$ cat src/rtl/inst_loader.sv
// Boot-time instruction memory writer: parses an A5-framed program image from a
// byte stream, writes it word by word, and releases the CPU once the checksum matches.
module inst_loader #(
    parameter int                    ADDR_WIDTH = 16,
    parameter logic [ADDR_WIDTH-1:0] BASE_ADDR  = '0,
    parameter int                    MAX_WORDS  = 4096,
    parameter int                    TIMEOUT    = 1000000
) (
    input  logic                  clk,
    input  logic                  rst_n,
    input  logic [7:0]            rx_data,
    input  logic                  rx_valid,
    output logic [ADDR_WIDTH-1:0] wraddress,
    output logic [15:0]           data,
    output logic                  wren,
    output logic                  cpu_rst_n,
    output logic                  load_busy,
    output logic                  load_done,
    output logic                  load_err
);

    localparam logic [7:0]    START_BYTE = 8'hA5;
    localparam int            TW         = (TIMEOUT > 1) ? $clog2(TIMEOUT + 1) : 1;
    localparam logic [TW-1:0] TMO_LAST   = TW'(TIMEOUT - 1);
    localparam logic [16:0]   MAX_LEN    = 17'(MAX_WORDS);

    typedef enum logic [2:0] {
        S_IDLE,
        S_LEN_HI,
        S_LEN_LO,
        S_DATA_HI,
        S_DATA_LO,
        S_CHECK,
        S_DONE,
        S_ERROR
    } state_t;

    state_t                state_q, state_d;
    logic [15:0]           len_q, len_d;
    logic [7:0]            hi_q, hi_d;
    logic [7:0]            chk_q, chk_d;
    logic [15:0]           word_cnt_q, word_cnt_d;
    logic [TW-1:0]         tmo_q, tmo_d;
    logic [ADDR_WIDTH-1:0] addr_q, addr_d;
    logic [15:0]           data_q, data_d;
    logic                  wren_q, wren_d;
    logic                  cpu_rst_n_q, cpu_rst_n_d;
    logic                  busy_q, busy_d;
    logic                  done_q, done_d;
    logic                  err_q, err_d;

    logic [15:0]           len_new;
    logic                  in_frame;
    logic                  timed_out;

    assign in_frame = state_q inside {S_LEN_HI, S_LEN_LO, S_DATA_HI, S_DATA_LO, S_CHECK};

    always_comb begin
        state_d     = state_q;
        len_d       = len_q;
        hi_d        = hi_q;
        chk_d       = chk_q;
        word_cnt_d  = word_cnt_q;
        tmo_d       = '0;
        addr_d      = addr_q;
        data_d      = data_q;
        wren_d      = 1'b0;
        busy_d      = busy_q;
        done_d      = done_q;
        err_d       = err_q;
        cpu_rst_n_d = (state_q == S_DONE);
        len_new     = {len_q[15:8], rx_data};
        timed_out   = 1'b0;

        // The address advances in the cycle the write is presented, so the
        // memory sees the pre-increment address alongside wren.
        if (wren_q) begin
            addr_d = addr_q + ADDR_WIDTH'(1);
        end

        if (in_frame) begin
            if (rx_valid) begin
                tmo_d = '0;
            end else if (tmo_q == TMO_LAST) begin
                timed_out = 1'b1;
            end else begin
                tmo_d = tmo_q + TW'(1);
            end
        end

        case (state_q)
            S_IDLE, S_ERROR: begin
                if (rx_valid && rx_data == START_BYTE) begin
                    state_d    = S_LEN_HI;
                    chk_d      = '0;
                    err_d      = 1'b0;
                    busy_d     = 1'b1;
                    addr_d     = BASE_ADDR;
                    word_cnt_d = '0;
                end
            end
            S_LEN_HI: begin
                if (rx_valid) begin
                    len_d[15:8] = rx_data;
                    state_d     = S_LEN_LO;
                end
            end
            S_LEN_LO: begin
                if (rx_valid) begin
                    len_d = len_new;
                    if ({1'b0, len_new} > MAX_LEN) begin
                        state_d = S_ERROR;
                    end else if (len_new == 16'd0) begin
                        state_d = S_CHECK;
                    end else begin
                        state_d = S_DATA_HI;
                    end
                end
            end
            S_DATA_HI: begin
                if (rx_valid) begin
                    hi_d    = rx_data;
                    chk_d   = chk_q ^ rx_data;
                    state_d = S_DATA_LO;
                end
            end
            S_DATA_LO: begin
                if (rx_valid) begin
                    chk_d      = chk_q ^ rx_data;
                    data_d     = {hi_q, rx_data};
                    wren_d     = 1'b1;
                    word_cnt_d = word_cnt_q + 16'd1;
                    if (word_cnt_q + 16'd1 == len_q) begin
                        state_d = S_CHECK;
                    end else begin
                        state_d = S_DATA_HI;
                    end
                end
            end
            S_CHECK: begin
                if (rx_valid) begin
                    state_d = (rx_data == chk_q) ? S_DONE : S_ERROR;
                end
            end
            S_DONE: begin
            end
            default: begin
                state_d = S_ERROR;
            end
        endcase

        if (timed_out) begin
            state_d = S_ERROR;
        end

        if (state_d == S_ERROR && state_q != S_ERROR) begin
            err_d  = 1'b1;
            busy_d = 1'b0;
        end
        if (state_d == S_DONE && state_q != S_DONE) begin
            done_d = 1'b1;
            busy_d = 1'b0;
        end
    end

    always_ff @(posedge clk or negedge rst_n) begin
        if (!rst_n) begin
            state_q     <= S_IDLE;
            len_q       <= '0;
            hi_q        <= '0;
            chk_q       <= '0;
            word_cnt_q  <= '0;
            tmo_q       <= '0;
            addr_q      <= BASE_ADDR;
            data_q      <= '0;
            wren_q      <= 1'b0;
            cpu_rst_n_q <= 1'b0;
            busy_q      <= 1'b0;
            done_q      <= 1'b0;
            err_q       <= 1'b0;
        end else begin
            state_q     <= state_d;
            len_q       <= len_d;
            hi_q        <= hi_d;
            chk_q       <= chk_d;
            word_cnt_q  <= word_cnt_d;
            tmo_q       <= tmo_d;
            addr_q      <= addr_d;
            data_q      <= data_d;
            wren_q      <= wren_d;
            cpu_rst_n_q <= cpu_rst_n_d;
            busy_q      <= busy_d;
            done_q      <= done_d;
            err_q       <= err_d;
        end
    end

    assign wraddress = addr_q;
    assign data      = data_q;
    assign wren      = wren_q;
    assign cpu_rst_n = cpu_rst_n_q;
    assign load_busy = busy_q;
    assign load_done = done_q;
    assign load_err  = err_q;

endmodule

$ cat config.mk
export PLATFORM = sky130hd
export DESIGN_NAME = inst_loader
export DESIGN_NICKNAME = d
export VERILOG_FILES = /design/src/rtl/inst_loader.sv
export SDC_FILE = /design/constraint.sdc
export NUM_CORES = 1
export LEC_CHECK = 0
export CAP_MARGIN = 25
export CORE_MARGIN = 2
export CORE_UTILIZATION = 30
export DETAILED_ROUTE_END_ITERATION = 7
export DONT_BUFFER_PORTS = 1
export GPL_TIMING_DRIVEN = 0
export HOLD_SLACK_MARGIN = 0.06
export PLACE_DENSITY = 0.47
export SYNTH_ARGS = -nofsm -noshare
export SYNTH_HDL_FRONTEND = slang
export SYNTH_SLANG_ARGS = --single-unit
$ cat constraint.sdc
create_clock -name clk -period 3.9 [get_ports clk]
set_input_delay 0.585 -clock clk [delete_from_list [all_inputs] [get_ports clk]]
set_output_delay 0.585 -clock clk [all_outputs]
set_load 0.005 [all_outputs]
==> impl_metrics.toml <==
[global_route]
grt_max_degree = 109
grt_pass1_vias = 4520
grt_util_all_layers_pct = 14.69
antenna_found_initial = 0
grt_remaining_overflow = 0
grt_pass1_wl_mm = 23.65

[synthesis]
ys_seq_area_share_pct = 47.64
synthFlopType = "dfrtp_1"
ys_seq_elements = 108
synth_cells = 597
synth.yosys.warnings = 0
syn_area_sq_mm = 0.005673
yosys.cell_types.count = 63
async_reset_ff_share_pct = 100.0
synth-edff-count = 0
synth.avg_cell_area_sq_um = 9.502
synth_fp_nets = 611

[die]
core-area_sq_mm = 0.01864
initial_core_util_pct = 30.43
die_area_sq_mm = 0.02003
ios = 48
dieWidth_um = 141.5
placementRows = 50
dieHeight_um = 141.5

[cells_and_area]
layout.nets = 624
multi_input_area_sq_mm = 0.002801
drive_gt1_share_pct = 10.08
fill_cells = 1920
finalNonFillerCells = 849
regArea_sq_mm = 0.002703
final_common_cell = "dfrtp_1"
antenna_cells = 0
mostFrequentLayoutCells = "dfrtp_1 (108), nand2_1 (86), nor2_1 (58)"
final_util_pct = 33.67
syn2layout_area_growth_pct = 10.65
final_area_sq_mm = 0.006277

[setup_path]
r2r-start = "word_cnt_q[0]"
reg2reg_slack_ps = 1070
end_kind = "flip-flop"
path_cells = "ha_1, nand3_1, nor2_2, a31oi_1, a2111oi_0, nand4_1, a211o_1"
cp_slowest_cell = "dfrtp_1"
worstReg2RegEnd = "state_q[1]"
ff2ff_path_depth = 7
path_class = "flip-flop to flip-flop"
cp_max_fo = 9
startpoint = "word_cnt_q[0]"
worstPathRequired_ps = 4130
startpoint_type = "flip-flop"
arrival_ps = 3070
cpPeakStageDelay_ps = 480

[detailed_routing]
num_vias = 4342
drc = 0
wl_per_cell_um = 16.40
vias_per_cell = 5.114
first_pass_iters = 4
drt-total-wl_mm = 13.93
ant_nets = 0
detailedRoute.firstIterationViolations = 218

[clocking]
clk-insertion-delay-late_ps = 350
cts.htree.levels = 3
cts_tree = "done"
cts_buffers = 9
root_buffer = "clkbuf_16"
clk_pin_slew_ps = 70
clockBufferDepth = 2
cts.sinks = 108

[power_and_ir_drop]
p_int_w = 0.002511
p_leak_nw = 2.539
power_density_mw_per_mm2 = 638.9
power_frac_clock_pct = 22.0
vdd_drop_max_uv = 291.1
comb_power_share_pct = 31.1
p_switching_w = 0.001499
sequentialPowerShare_pct = 46.9
swShare_pct = 37.39

[placement]
post-place-cells = 832
dp_worst_setup_slack_ps = 958.5
place_area_sq_mm = 0.005971
numPortBuffers = 0
hpwlAfterDp_mm = 9.749
place.gp.congestion = 0.8747

[run_status]
outcome = "finished clean"

[sta]
worst_pin_slew_ps = 838.9
post-route-period-util_pct = 72.65
drv_slew = 0
finalSetupViolations = 0
worst_slack_ps = 1067
period_needed_ps = 2833
tns_ps = 0
rsz0062_at_grt = "false"
hold_viol_final = 0
fin_skew_ps = 6.309
relSlewSlack_pct = 44.07
max_freq_ghz = 0.3529

[min_path]
hold_class = "input pin to asynchronous set/reset pin"

[flow_run]
maxCapViolations = 0
cell families (layout without fill, tap and decap cells):
kind of cell,after synthesis,count (layout),synth area share (%)
AO/OA/AOI/OAI,107,107,12.00
AND/OR/NAND/NOR,252,252,22.78
multiplexers,27,27,5.293
flip-flops,108,108,47.64
adder cells (fa/ha/maj),3,3,0.6617
buffers and inverters,44,62,2.977
XOR/XNOR,56,56,8.646
synth_stat cells (all sizes together) (4+ instances only):
cell / count / area, sq um
o21ai: 51 / 255.2
nor2b: 4 / 25.02
xor2: 20 / 175.2
nand2b: 9 / 56.30
a21oi: 14 / 73.82
clkbuf: 27 / 101.4
nand2: 86 / 322.8
nand4: 15 / 100.1
and4: 4 / 35.03
buf: 6 / 26.27
o31ai: 4 / 30.03
a31oi: 10 / 62.56
xnor2: 36 / 315.3
nor3: 11 / 60.06
and3: 12 / 75.07
dfrtp: 108 / 2703
nor4: 8 / 107.6
inv: 11 / 41.29
mux2: 24 / 270.3
nor2: 59 / 224.0
or3: 6 / 37.54
and2: 7 / 43.79
nand3: 20 / 117.6
metal layers:
metal  up-vias  track usage (%)  wire (um)
met1      2142            19.75       6649
met4         0            4.263        202
met3        12            2.734        433
li1       2119                -          -
met2        69            24.27       6641
met5         -                0          0
how the worst max path moves through the flow:
stage | endpoint | slack [ps]
after floorplan | load_done | 1620
after global placement | word_cnt_q[1] | 1000
after detailed placement | word_cnt_q[9] | 960
after CTS | state_q[1] | 1080
after global routing | state_q[1] | 790
final | state_q[1] | 1070
power groups by stage:
stage | Sequential, W | Clock [W] | Combinational (W)
global route | 0.00194 | 0.000966 | 0.00141
finish | 0.00188 | 0.000881 | 0.00125
detailed placement | 0.00191 | 0 | 0.00123
floorplan | 0.00178 | 0 | 0.000997
CTS | 0.00189 | 0.000921 | 0.00126
global placement | 0.00189 | 0 | 0.00120
critical path, delay by kind of cell, from the launching register on:
family | cells | cell delay, ps
and+or+nand+nor | 3 | 980
AOI/OAI and AO/OA | 3 | 960
DFF | 1 | 480
adders and majority gates | 1 | 300
repair_timing:
action	in CTS	in global routing
hold endpoints to repair	108	0
buffers inserted	0	0
resized for setup	0	0
hold buffers	1	0
layout make-up:
class / count / area share (%)
multi-input cells: 445 / 44.63
flip-flops and latches: 108 / 43.05
well taps: 234 / 4.664
clock buffers: 12 / 3.927
plain buffers: 33 / 2.033
inverters: 11 / 0.6578
clock inverters: 4 / 0.5182
repair buffers: 2 / 0.5182
registers in the layout, indices dropped and copies added, names as in the netlist:
name	count
tmo_q	20
data	16
len_q	16
word_cnt_q	16
wraddress	16
chk_q	8
hi_q	8
state_q	3
cpu_rst_n	1
load_busy	1
load_done	1
load_err	1
wren	1
through the flow:
| stage | hold WS [ps] | power, W |
|---|---|---|
| 2_1_floorplan | 289.4 | 0.002774 |
| 3_3_place_gp | 295.1 | 0.003090 |
| 3_5_place_dp | 295.4 | 0.003136 |
| 4_1_cts | 203.3 | 0.004068 |
| 5_1_grt | 191.4 | 0.004323 |
| 6_report | 146.4 | 0.004010 |
Power figures use the tool's default switching activity.
